`src/rtl/conveyor_read_tracker_pkg.sv`:
```
// conveyor_read_tracker_pkg: widths, fault codes and entry/fill records shared by the read tracker
package conveyor_read_tracker_pkg;
  localparam int WORD_WIDTH = 32;
  localparam int CONVEYOR_ADDR_WIDTH = 4;
  localparam int FAULT_ADDR_WIDTH = 3;
  localparam int QUEUE_ADDR_WIDTH = 2;
  typedef enum logic [FAULT_ADDR_WIDTH-1:0] {
    F_NONE = 3'd0,
    F_BUS  = 3'd1
  } fault_t;
  typedef struct packed {
    logic [WORD_WIDTH-1:0]          addr;
    logic                           conveyor;
    logic [CONVEYOR_ADDR_WIDTH-1:0] slot;
  } entry_t;
  typedef struct packed {
    logic                           conveyor;
    logic [CONVEYOR_ADDR_WIDTH-1:0] slot;
    logic [WORD_WIDTH-1:0]          data;
    fault_t                         fault;
  } fill_t;
endpackage

```
`src/rtl/conveyor_read_tracker_queue.sv`:
```
// tracker_queue: circular entry store with tail/issue/head pointers and count/pending counters
//   push/push_entry   : allocate an entry at tail
//   issue/issue_entry : entry at the issue pointer, advanced when its command is taken
//   retire/head_entry : oldest issued entry, advanced when its response returns
//   full, pending_any, outstanding_any, busy : registered occupancy status
module tracker_queue
  import conveyor_read_tracker_pkg::*;
(
  input  logic   clk,
  input  logic   reset,
  input  logic   push,
  input  entry_t push_entry,
  input  logic   issue,
  input  logic   retire,
  output entry_t issue_entry,
  output entry_t head_entry,
  output logic   full,
  output logic   pending_any,
  output logic   outstanding_any,
  output logic   busy
);
  localparam int DEPTH = 1 << QUEUE_ADDR_WIDTH;
  entry_t mem [DEPTH];
  logic [QUEUE_ADDR_WIDTH-1:0] tail, issue_ptr, head;
  logic [QUEUE_ADDR_WIDTH:0] count, pending;
  assign issue_entry = mem[issue_ptr];
  assign head_entry = mem[head];
  assign full = count == (QUEUE_ADDR_WIDTH+1)'(DEPTH);
  assign pending_any = pending != '0;
  assign outstanding_any = count != pending;
  assign busy = count != '0;
  always_ff @(posedge clk)
    if (push) mem[tail] <= push_entry;
  always_ff @(posedge clk)
    if (reset) begin
      tail <= '0;
      issue_ptr <= '0;
      head <= '0;
      count <= '0;
      pending <= '0;
    end else begin
      tail <= tail + QUEUE_ADDR_WIDTH'(push);
      issue_ptr <= issue_ptr + QUEUE_ADDR_WIDTH'(issue);
      head <= head + QUEUE_ADDR_WIDTH'(retire);
      count <= count + (QUEUE_ADDR_WIDTH+1)'(push) - (QUEUE_ADDR_WIDTH+1)'(retire);
      pending <= pending + (QUEUE_ADDR_WIDTH+1)'(push) - (QUEUE_ADDR_WIDTH+1)'(issue);
    end
endmodule

```
`src/rtl/conveyor_read_tracker.sv`:
```
// conveyor_read_tracker: issues tagged reads in order and turns in-order responses into conveyor slot fills
//   req_*      : tagged read requests from the core (req_ready from registered occupancy only)
//   mem_rd_*   : read command port, held stable while stalled
//   mem_resp_* : in-order read responses, no backpressure
//   fill_*     : one registered slot write per response, data plus fault code
//   busy       : any entry allocated; stray_resp : response arrived with nothing issued
module conveyor_read_tracker
  import conveyor_read_tracker_pkg::*;
(
  input  logic                           clk,
  input  logic                           reset,
  input  logic                           req_valid,
  input  logic [WORD_WIDTH-1:0]          req_addr,
  input  logic                           req_conveyor,
  input  logic [CONVEYOR_ADDR_WIDTH-1:0] req_slot,
  output logic                           req_ready,
  output logic                           mem_rd_valid,
  output logic [WORD_WIDTH-1:0]          mem_rd_addr,
  input  logic                           mem_rd_ready,
  input  logic                           mem_resp_valid,
  input  logic [WORD_WIDTH-1:0]          mem_resp_data,
  input  logic                           mem_resp_error,
  output logic                           fill_valid,
  output logic                           fill_conveyor,
  output logic [CONVEYOR_ADDR_WIDTH-1:0] fill_slot,
  output logic [WORD_WIDTH-1:0]          fill_data,
  output logic [FAULT_ADDR_WIDTH-1:0]    fill_fault,
  output logic                           busy,
  output logic                           stray_resp
);
  entry_t issue_entry, head_entry;
  fill_t fill_q;
  logic full, pending_any, outstanding_any, push, issue, retire;
  assign push = req_valid && req_ready;
  assign issue = mem_rd_valid && mem_rd_ready;
  // a command taken this cycle may be answered in the same cycle by a zero-latency memory
  assign retire = mem_resp_valid && (outstanding_any || issue);
  assign req_ready = !full;
  assign mem_rd_valid = pending_any;
  assign mem_rd_addr = pending_any ? issue_entry.addr : '0;
  tracker_queue u_queue (
    .clk(clk),
    .reset(reset),
    .push(push),
    .push_entry('{addr: req_addr, conveyor: req_conveyor, slot: req_slot}),
    .issue(issue),
    .retire(retire),
    .issue_entry(issue_entry),
    .head_entry(head_entry),
    .full(full),
    .pending_any(pending_any),
    .outstanding_any(outstanding_any),
    .busy(busy)
  );
  always_ff @(posedge clk)
    if (reset) begin
      fill_valid <= 1'b0;
      stray_resp <= 1'b0;
      fill_q <= '0;
    end else begin
      fill_valid <= retire;
      stray_resp <= mem_resp_valid && !retire;
      if (retire) fill_q <= '{conveyor: head_entry.conveyor, slot: head_entry.slot, data: mem_resp_data, fault: mem_resp_error ? F_BUS : F_NONE};
    end
  assign fill_conveyor = fill_q.conveyor;
  assign fill_slot = fill_q.slot;
  assign fill_data = fill_q.data;
  assign fill_fault = fill_q.fault;
endmodule

```
`config.mk`:
```
export PLATFORM = sky130hd
export DESIGN_NAME = conveyor_read_tracker
export DESIGN_NICKNAME = d
export VERILOG_FILES = /design/src/rtl/conveyor_read_tracker_pkg.sv /design/src/rtl/conveyor_read_tracker_queue.sv /design/src/rtl/conveyor_read_tracker.sv
export SDC_FILE = /design/constraint.sdc
export NUM_CORES = 1
export LEC_CHECK = 0
export ABC_AREA = 1
export BUFFER_PORTS_ARGS = -buffer_cell sky130_fd_sc_hd__buf_4
export CORE_MARGIN = 4
export CORE_UTILIZATION = 60
export CTS_CLUSTER_DIAMETER = 120
export DETAILED_ROUTE_END_ITERATION = 16
export PLACE_DENSITY_LB_ADDON = 0.08
export SETUP_SLACK_MARGIN = 0.15
export SYNTH_ARGS = -nofsm -noshare
export SYNTH_HDL_FRONTEND = slang
export SYNTH_SLANG_ARGS = --single-unit
```
`constraint.sdc`:
```
create_clock -name clk -period 6.7 [get_ports clk]
set_input_delay 0.67 -clock clk [delete_from_list [all_inputs] [get_ports clk]]
set_output_delay 0.67 -clock clk [all_outputs]
set_load 0.005 [all_outputs]
```
Yosys cells after proc, flatten, opt, wreduce, memory -nomap -nowiden
Memory sizes are Yosys's and may differ from the RTL's. A register that Yosys moved wholly into a read port is not among the register bits.
Cells that the tools add are included.
{"block": "word_totals", "wordCells": 33, "memories": 1, "register_bits": 49, "ramBits": 148}
{"memory": "u_queue.mem", "words": 4, "word_bits": 37, "rd": 2, "rd_ports_with_merged_regs": 2, "write_ports": 1, "line_no": "conveyor_read_tracker_queue.sv:23", "text": "entry_t mem [DEPTH];"}
{"block": "classes", "mux": 5, "n_reduce_logical": 9, "eq_ne": 2, "add_sub_neg": 7}
{"op": "$mux W32", "n": 1}
{"op": "$add A2 B1 Y2", "n": 3}
{"op": "$add A3 B1 Y3", "n": 2}
{"op": "$reduce_bool A3 Y1", "n": 2}
{"op": "$sub A3 B1 Y3", "n": 2}
{"op": "$logic_and A1 B1 Y1", "n": 4}
{"op": "$eq A3 B3 Y1 const B", "n": 1}
{"op": "$mux W1", "n": 3}
{"op": "$ne A3 B3 Y1", "n": 1}
{"op": "$logic_not A1 Y1", "n": 2}
{"op": "$mux W2", "n": 1}
{"op": "$logic_or A1 B1 Y1", "n": 1}

Logic depth before layout (Yosys ltp)
Gate-level depths: netlist of run 1.
{"block": "logic_depth", "depth_word": 6, "mapped_depth": 15, "depth_no_buf": 13}

By module
Synthesis of run 1 repeated with hierarchy kept, for this count alone.
{"block": "hier_totals", "hier_cells": 1201, "area_unflattened_um2": 9859.5}
{"module": "tracker_queue", "seq_area_each_um2": 4684.5, "area_per_inst_um2": 7744.9, "cells_each": 866, "n_inst": 1}
{"module": "conveyor_read_tracker", "seq_area_each_um2": 800.8, "area_per_inst_um2": 2114.5, "cells_each": 335, "n_inst": 1}

Least setup slack after synthesis of run 1
Ideal clock, no wire load.
{"block": "synth_timing", "path_type": "input to register", "from": "in req_valid", "to": "mem u_queue.mem[0][0] (netlist name), enable pin", "setup_time_ns": 0.478, "required_time_ns": 6.222, "t_arrival_ns": 3.315, "cell_stages": 2, "n_path_buf": 0, "slack_ns": 2.908, "cell_sequence": "nand2_1 nor3_1"}
{"block": "synth_via", "elab_chain_cells": 3}
{"item": "start: declaration", "line_no": "conveyor_read_tracker.sv:12", "text": "input logic req_valid,"}
{"item": "$logic_and A1 B1 Y1", "line_no": "conveyor_read_tracker.sv:34", "text": "assign push = req_valid && req_ready;"}
{"item": "$mux W1", "line_no": "conveyor_read_tracker_queue.sv:33", "text": "if (push) mem[tail] <= push_entry;"}
{"item": "$mux W1 (not written as such)", "line_no": "conveyor_read_tracker_queue.sv:33"}
{"item": "end: declaration", "line_no": "conveyor_read_tracker_queue.sv:23"}
Every way passes these cells.

==> results of run 1 <==
==> power by group <==
group,internal (mW),switching (mW),total [mW]
clock network,0.622,0.433,1.05
logic,0.573,0.800,1.37
registers,1.54,0.0997,1.63
total,2.73,1.33,4.06
==> cells by family after synthesis <==
group / count (synthesis) / share of synthesized area
XOR/XNOR: 7 / 0.00747
buffers and inverters: 134 / 0.0673
AND/OR/NAND/NOR: 309 / 0.151
adder cells (fa/ha/maj): 9 / 0.0155
other: 1 / 0.000457
AO/OA/AOI/OAI: 136 / 0.0902
flip-flops: 200 / 0.668
==> placed cells by master (no fill, tap or decap), drive strengths merged <==
cell type,n
xnor2,7
buf,162
inv,84
fa,2
clkinv,5
clkinvlp,3
bufinv,1
edfxtp,148
nand3,52
o21ai,65
conb,2
clkbuf,24
a21oi,71
nor2,180
nand2,73
ha,7
dfxtp,52
nor3,4
==> per-layer routing <==
layer	vias to the layer above	GRT usage
met1	2828	0.286
met5	-	0
li1	2896	-
met3	30	0.0533
met2	203	0.394
met4	0	0.0772
==> registers in the layout, indices dropped and copies added, names as in the netlist, 2 cells and up <==
| signal | cells |
|---|---|
| fill_data | 32 |
| fill_slot | 4 |
| u_queue.count | 3 |
| u_queue.head | 2 |
| u_queue.issue_ptr | 2 |
| u_queue.mem | 148 |
| u_queue.pending | 3 |
| u_queue.tail | 2 |
==> how the worst min path moves through the flow <==
stage / from / endpoint / slack (ns) / cells after the start
after global routing: req_conveyor / u_queue.mem[2][4] / 0.43 / 1
after CTS: req_slot[0] / u_queue.mem[0][0] / 0.43 / 1
after floorplan: fill_conveyor / fill_conveyor / 0.48 / 2
after detailed placement: fill_data[28] / fill_data[28] / 0.48 / 2
final: req_addr[20] / u_queue.mem[0][25] / 0.44 / 1
after global placement: fill_data[21] / fill_data[21] / 0.47 / 2
==> Yosys cell counts (all sizes together) <==
cell    count  share of area
inv        83          0.038
a21oi      71          0.051
nand2      73          0.033
clkbuf     24          0.011
nand3      52          0.033
xnor2       7         0.0075
clkinv      2        0.00091
dfxtp      52           0.13
fa          2         0.0049
o21ai      65          0.040
ha          7          0.011
nor2      180          0.082
edfxtp    148           0.54
buf        25          0.018
conb        1        0.00046
nor3        4         0.0024
==> area by class of cell <==
type	instances	area [µm²]
clock inverters	8	76.3
well taps	176	220
fillers	945	3280
flip-flops and latches	200	5490
repair buffers	162	1220
inverters	85	319
multi-input cells	463	2200
clock buffers	24	557
==> stage by stage <==
step | instances | hold WS, ns | util | total power [mW]
2_1_floorplan | 797 | 0.475 | - | 2.48
3_3_place_gp | 1086 | 0.466 | 0.707 | 2.98
3_5_place_dp | 1086 | 0.477 | 0.707 | 3.03
4_1_cts | 1118 | 0.429 | 0.755 | 4.09
5_1_grt | 1118 | 0.425 | 0.755 | 4.32
6_report | 1118 | 0.440 | 0.755 | 4.06
==> results.yml, run 1 <==
sta:
  worst_pin_slew_ns: 1.17
  period_share: 0.411
  finalHoldViolCount: 0
  finalMaxSlewViolations: 0
  setup_violations: 0
  min_period_ns: 2.75
  finalClockSkew_ns: 0.00821
  tns_ns: 0
  max_freq_mhz: 363
  setup_ws_ns: 3.95
  grt_setup_unrepaired: "no"
  relSlewSlack: 0.217
detailed_routing:
  top_layer_used: "met4"
  met3_length_mm: 1.11
  wire_per_inst_um: 15.9
  firstDrtPassIters: 5
  vias_per_cell: 5.33
  drt_wl_total_mm: 17.8
  antenna_left: 0
  drt-met1-wl_mm: 7.36
  dr_wl_met2_mm: 8.95
  drc_errors: 0
  vias: 5957
  drtIter0Drc: 459
die:
  die_area_mm2: 0.0156
  rows: 42
  ios: 152
  die_w_um: 125
  die_y_um: 125
  coreArea_mm2: 0.0133
  start_util: 0.615
finish:
  antenna_cells: 0
  drive_gt1_frac: 0.230
  nets: 1013
  syn2layout_area_growth_pct: 22.7
  final_area_mm2: 0.0101
power_and_ir_drop:
  cellPowerDensity_mw_per_mm2: 403
  ir_worst_vdd_mv: 0.227
  p_leak_nw: 4.25
clocking:
  clk_pin_slew_worst_paths_ns: 0.07
  clock_sinks: 200
  ctsHoldBuffers: 0
  h-tree-depth: 4
  cts_tree: "built"
  clock_latency_ns: 0.43
  clockBufferDepth: 2
  numCtsBuffers: 17
  post_cts_resized: 0
  post_cts_buffers: 0
  clock-root-buffer: "clkbuf_16"
critical_path:
  cp_num_buf_inv: 2
  cp.required_ns: 6.03
  critPathLaunchType: "flop"
  cp.depth: 6
  crit_path_cell_trace: "buf_4 > nor2_1 > nor2_1 > o21ai_0 > a21oi_1 > buf_4"
  timing.rr.end: "u_queue.mem[0][21]"
  reg2reg_setup_slack_ns: 4.25
  cp-endpoint: "mem_rd_addr[31]"
  crit_family: "buffers and inverters"
  path_class: "flop to output port"
  r2r_cells: 5
  slowest_delay_ns: 0.55
  path_max_fanout: 65
  worstPathArrival_ns: 2.08
  slowest_stage: "buf_4"
  startpoint: "u_queue.issue_ptr[0]"
  r2r-start: "u_queue.count[1]"
  setup.worst_path.end_class: "output port"
logic_synthesis:
  yosysSeqAreaShare: 0.668
  ys_ff_latch: 200
  syn_area_per_cell_um2: 10.3
  netlist-cell-type-count: 23
  synth_cells: 796
  synth_area_mm2: 0.00821
  yosysWarnings: 0
place:
  hpwl_mm: 11.0
  place_ws_ns: 3.98
  port_buffers: 149
  place_area_mm2: 0.00944
  gp_congestion: 0.820
run:
  cap_violations: 0
global_route:
  grt_pass1_wl_mm: 28.9
  antenna_found_initial: 0
  grt-ovfl-total: 0
  grt_usage: 0.229
  grt_pass1_vias: 5883
  grt_max_degree: 79
min_path:
  hp-class: "input pin to flop"
outcome:
  status: "finished, final reports clean"
Note: power is estimated with default switching activity, not from simulation.
==> inputs of run 2 (changes only) <==
- ABC_AREA: 1 -> 0
- CORE_UTILIZATION: 60 -> 49
- clock period: 6.7 -> 2.5 ns (I/O delays scaled with it)
==> results.yml, run 2 <==
logic_synthesis:
  yosysWarnings: 0
  syn_area_per_cell_um2: 16.0
  synth-async-reset-ratio: 0
  synth_edf_count: 148
  synth_cells: 485
  ys_top_cells_by_count: "148 x edfxtp_1, 52 x dfxtp_1, 38 x a21oi_1, 38 x nand3_1, 37 x mux4_2"
  yosysTopAreaCellShare: 0.572
  yosysMostFrequentCell: "edfxtp_1"
  synth-main-ff-cell: "edfxtp_1"
  synthTopCellsByArea: "edfxtp_1 57%, dfxtp_1 13%, mux4_2 11%"
  ys_ff_latch: 200
  yosysSeqAreaShare: 0.706
  yosys.area.top_type: "edfxtp_1"
  netlist-cell-type-count: 35
  synth_area_mm2: 0.00777
sta:
  period_share: 0.933
  relSlewSlack: 0.568
  finalClockSkew_ns: 0.00767
  finalHoldViolCount: 0
  worst_pin_slew_ns: 0.648
  finalMaxSlewViolations: 0
  min_period_ns: 2.33
  grt_setup_unrepaired: "yes"
  max_freq_mhz: 429
  tns_ns: 0
  setup_violations: 0
finish:
  layout_common_cells: "168 x buf_4, 148 x edfxtp_1, 47 x dfxtp_1"
  drive_gt1_frac: 0.397
  largest_reg_flops: 148
  nets: 723
  stdcell_count: 863
  antenna_cells: 0
  largest_register: "u_queue.mem"
  final_common_cell: "buf_4"
  multiInputGateArea_mm2: 0.00212
  register_area_mm2: 0.00550
  fill_cells: 1148
  syn2layout_area_growth_pct: 26.7
power_and_ir_drop:
  intPower_mw: 7.50
  p_leak_nw: 3.61
  cellPowerDensity_mw_per_mm2: 1070
  p_sw_frac: 0.287
  power_switching_mw: 3.02
  ir_worst_vdd_mv: 0.624
  pwr-share-seq: 0.419
  p_clk_frac: 0.249
  p_total_mw: 10.5
  combPwrFrac: 0.333
die:
  start_util: 0.506
  coreArea_mm2: 0.0154
  die_y_um: 134
  rows: 45
  die_w_um: 134
  ios: 152
  die_area_mm2: 0.0179
critical_path:
  cp_num_buf_inv: 2
  worstPathArrival_ns: 2.62
  crit_path_cell_trace: "o21a_1 > o311a_1 > nor2_1 > inv_1 > ha_1 > inv_1 > ha_2 > fa_2 > xnor2_2 > xnor2_1 > nor2_1"
  setup.worst_path.end_class: "flop"
  reg2reg_setup_slack_ns: 0.17
  path_class: "flop to flop"
  cp.required_ns: 2.79
  path_max_fanout: 5
  crit_family: "adder cells"
  slowest_stage: "dfxtp_4"
  slowest_delay_ns: 0.36
  critPathLaunchType: "flop"
place:
  hpwl_mm: 9.92
  port_buffers: 149
  gp_congestion: 0.750
  post-place-cells: 825
outcome:
  status: "finished, final reports clean"
clocking:
  h-tree-depth: 4
  clockBufferDepth: 2
  clock-root-buffer: "clkbuf_16"
  ctsHoldBuffers: 0
  clk_pin_slew_worst_paths_ns: 0.07
  clock_latency_ns: 0.42
  clock_sinks: 200
  numCtsBuffers: 17
  cts_tree: "built"
detailed_routing:
  wire_per_inst_um: 18.1
  drtIter0Drc: 235
  antenna_left: 0
  drt_wl_total_mm: 15.6
  vias_per_cell: 5.29
  vias: 4563
  drc_errors: 0
  firstDrtPassIters: 5
global_route:
  grt_usage: 0.178
  antenna_found_initial: 0
  grt_pass1_wl_mm: 24.7
  grt-ovfl-total: 0
  grt_max_degree: 52
  grt_pass1_vias: 4645
run:
  cap_violations: 0
min_path:
  hp-class: "input pin to flop"
run 2: area by class of cell:
| cell class | count | area share |
|---|---|---|
| Sequential cell | 200 | 0.558 |
| Clock inverter | 7 | 0.00406 |
| Clock buffer | 25 | 0.0546 |
| Inverter | 9 | 0.00343 |
| Multi-Input combinational cell | 239 | 0.216 |
| Tap cell | 211 | 0.0268 |
| Timing Repair Buffer | 172 | 0.137 |
run 2: logic make-up (layout without fill, tap and decap cells):
kind of cell	count (synthesis)	count (layout)	synth area share
flip-flops	200	200	0.706
AND/OR/NAND/NOR	100	100	0.0703
AO/OA/AOI/OAI	81	81	0.0560
buffers and inverters	47	213	0.0328
multiplexers	37	37	0.107
XOR/XNOR	10	10	0.0113
adder cells (fa/ha/maj)	9	9	0.0164
other	1	2	0.000482
run 2: timing repair:
action	4_1_cts	5_1_grt
setup buffers	1	4
resized for setup	4	9
pin swaps	2	4
gates cloned	1	0
hold endpoints to repair	0	0
endpoints found under the setup margin	18	15
run 2: routing by layer:
metal / track usage / routed length [µm] / vias up
met2: 0.283 / 7580 / 151
met3: 0.0461 / 1140 / 17
li1: - / - / 2134
met5: 0 / 0 / -
met1: 0.241 / 6670 / 2261
met4: 0.0589 / 223 / 0
run 2: path summary, 6_finish.rpt:
path / start / to / depth (start not counted)
max reg2reg: u_queue.pending[1] / u_queue.count[2] / 11
max: u_queue.pending[1] / u_queue.count[2] / 11
min: req_addr[20] / u_queue.mem[2][25] / 1
min reg2reg: fill_data[22] / fill_data[22] / 2
run 2: worst register-to-register path, stage by stage, from the launching register on:
cell	delay, ns
dfxtp_4	0.36
o21a_1	0.21
o311a_1	0.31
nor2_1	0.10
inv_1	0.07
ha_1	0.27
inv_1	0.04
ha_2	0.17
fa_2	0.35
xnor2_2	0.14
xnor2_1	0.14
nor2_1	0.05
run 2: stage by stage:
step                area [µm²]  hold slack, ns  setup slack (ns)  utilization
floorplan                 7810           0.349           -0.0414            -
global placement          9160           0.449             0.132        0.596
detailed placement        9160           0.454            0.0954        0.596
CTS                       9780         0.00363             0.126        0.636
global route              9850         0.00896            0.0610        0.641
finish                    9850          0.0217             0.168        0.641
run 2: power by group through the flow:
stage                     clock, mW  combinational, mW  sequential [mW]
after floorplan                   0               2.05             4.38
after global placement            0               3.32             4.45
after detailed placement          0               3.36             4.48
after CTS                      2.68               3.46             4.42
after global routing           2.83               3.86             4.46
final                          2.62               3.50             4.40
==> inputs of run 3 (changes only) <==
- PLACE_DENSITY_LB_ADDON: 0.08 -> 0.12
==> results.yml, run 3 (synthesis results as in run 2) <==
outcome:
  status: "finished, final reports clean"
finish:
  fill_cells: 1141
  multiInputGateArea_mm2: 0.00211
  antenna_cells: 0
  final_common_cell: "buf_4"
  largest_register: "u_queue.mem"
  final_area_mm2: 0.00984
  largest_reg_flops: 148
  nets: 720
  layout_common_cells: "165 x buf_4, 148 x edfxtp_1, 47 x dfxtp_1"
  drive_gt1_frac: 0.394
  fin_util: 0.640
  syn2layout_area_growth_pct: 26.6
  stdcell_count: 860
  register_area_mm2: 0.00549
sta:
  setup_violations: 0
  worst_pin_slew_ns: 0.529
  finalMaxSlewViolations: 0
  finalClockSkew_ns: 0.00467
  min_period_ns: 2.33
  holdWs_ns: 0.0210
  period_share: 0.932
  grt_setup_unrepaired: "yes"
  max_freq_mhz: 429
  relSlewSlack: 0.647
  finalHoldViolCount: 0
critical_path:
  path_max_fanout: 3
  setup.worst_path.end_class: "flop"
  worstPathArrival_ns: 2.63
  path_class: "flop to flop"
  critPathLaunchType: "flop"
  cp.required_ns: 2.80
power_and_ir_drop:
  p_leak_nw: 3.59
  cellPowerDensity_mw_per_mm2: 1080
  ir_worst_vdd_mv: 0.593
global_route:
  antenna_found_initial: 0
  grt_pass1_vias: 4652
  grt_usage: 0.178
  grt_max_degree: 52
  grt-ovfl-total: 0
  grt_pass1_wl_mm: 24.6
detailed_routing:
  vias_per_cell: 5.30
  wire_per_inst_um: 18.2
  drtIter0Drc: 222
  drt_wl_total_mm: 15.7
  drc_errors: 0
  antenna_left: 0
  firstDrtPassIters: 4
  vias: 4560
die:
  rows: 45
  ios: 152
  die_y_um: 134
  start_util: 0.506
  die_area_mm2: 0.0179
  coreArea_mm2: 0.0154
  die_w_um: 134
clocking:
  numCtsBuffers: 17
  clockBufferDepth: 2
  clock_latency_ns: 0.42
  clock_sinks: 200
  clock-root-buffer: "clkbuf_16"
  h-tree-depth: 4
  cts_tree: "built"
  clk_pin_slew_worst_paths_ns: 0.07
place:
  port_buffers: 149
  hpwl_mm: 10.0
  gp_congestion: 0.764
  post-place-cells: 827
  place_area_mm2: 0.00917
run:
  cap_violations: 0
min_path:
  hp-class: "input pin to flop"
run 3: changes by cell type in the layout (fill, tap and decap cells not counted), sizes merged:
cell / previous run / this run
bufinv: 0 / 4
bufbuf: 1 / 0
inv: 14 / 12
clkinvlp: 0 / 2
buf: 171 / 169
clkbuf: 25 / 17
clkinv: 2 / 6
run 3: report_power, final:
| group | internal (mW) | leakage, nW | switching (mW) | total [mW] |
|---|---|---|---|---|
| sequential | 4.11 | 1.79 | 0.258 | 4.37 |
| clock | 1.68 | 0.303 | 1.19 | 2.87 |
| combinational | 1.79 | 1.51 | 1.62 | 3.41 |
run 3: metal layers:
| layer | track usage | wire length [µm] |
|---|---|---|
| met5 | 0 | 0 |
| met4 | 0.0549 | 210 |
| met3 | 0.0555 | 1110 |
| met2 | 0.301 | 7910 |
| met1 | 0.221 | 6420 |
run 3: stage by stage:
stage	setup slack [ns]	power (mW)	setup TNS, ns
global placement	0.124	7.76	0
detailed placement	0.102	7.85	0
global route	0.0635	11.2	0
finish	0.171	10.7	0
floorplan	-0.0414	6.43	-0.0414
CTS	0.109	10.8	0
run 3: area by class of cell:
type,instances,share of cell area
clock buffer,17,0.0432
clock inverter,15,0.0203
inverter,9,0.00343
multi-input combinational,239,0.215
sequential,200,0.558
tap,211,0.0268
timing repair buffer,169,0.133
run 3: worst max-delay path, cell delays in order (launching register included):
cell	delay, ns
dfxtp_4	0.35
o21a_4	0.22
o311a_1	0.30
nor2_1	0.10
inv_1	0.07
ha_1	0.27
inv_1	0.04
ha_2	0.16
fa_2	0.36
xnor2_2	0.14
xnor2_1	0.14
nor2_1	0.05
run 3: final timing paths:
| path | startpoint | to | slack (ns) | depth (start not counted) |
|---|---|---|---|---|
| worst max-delay path | u_queue.pending[1] | u_queue.count[2] | 0.17 | 11 |
| worst min-delay path | req_addr[11] | u_queue.mem[1][16] | 0.02 | 1 |
| worst max register to register | u_queue.pending[1] | u_queue.count[2] | 0.17 | 11 |
| worst min register to register | fill_slot[2] | fill_slot[2] | 0.47 | 2 |
run 3: timing repair:
action,in CTS,in global routing
hold buffers,0,0
resized for setup,4,5
endpoints found under the setup margin,2,23
setup buffers,1,0
pin swaps,3,2
cloned,0,0
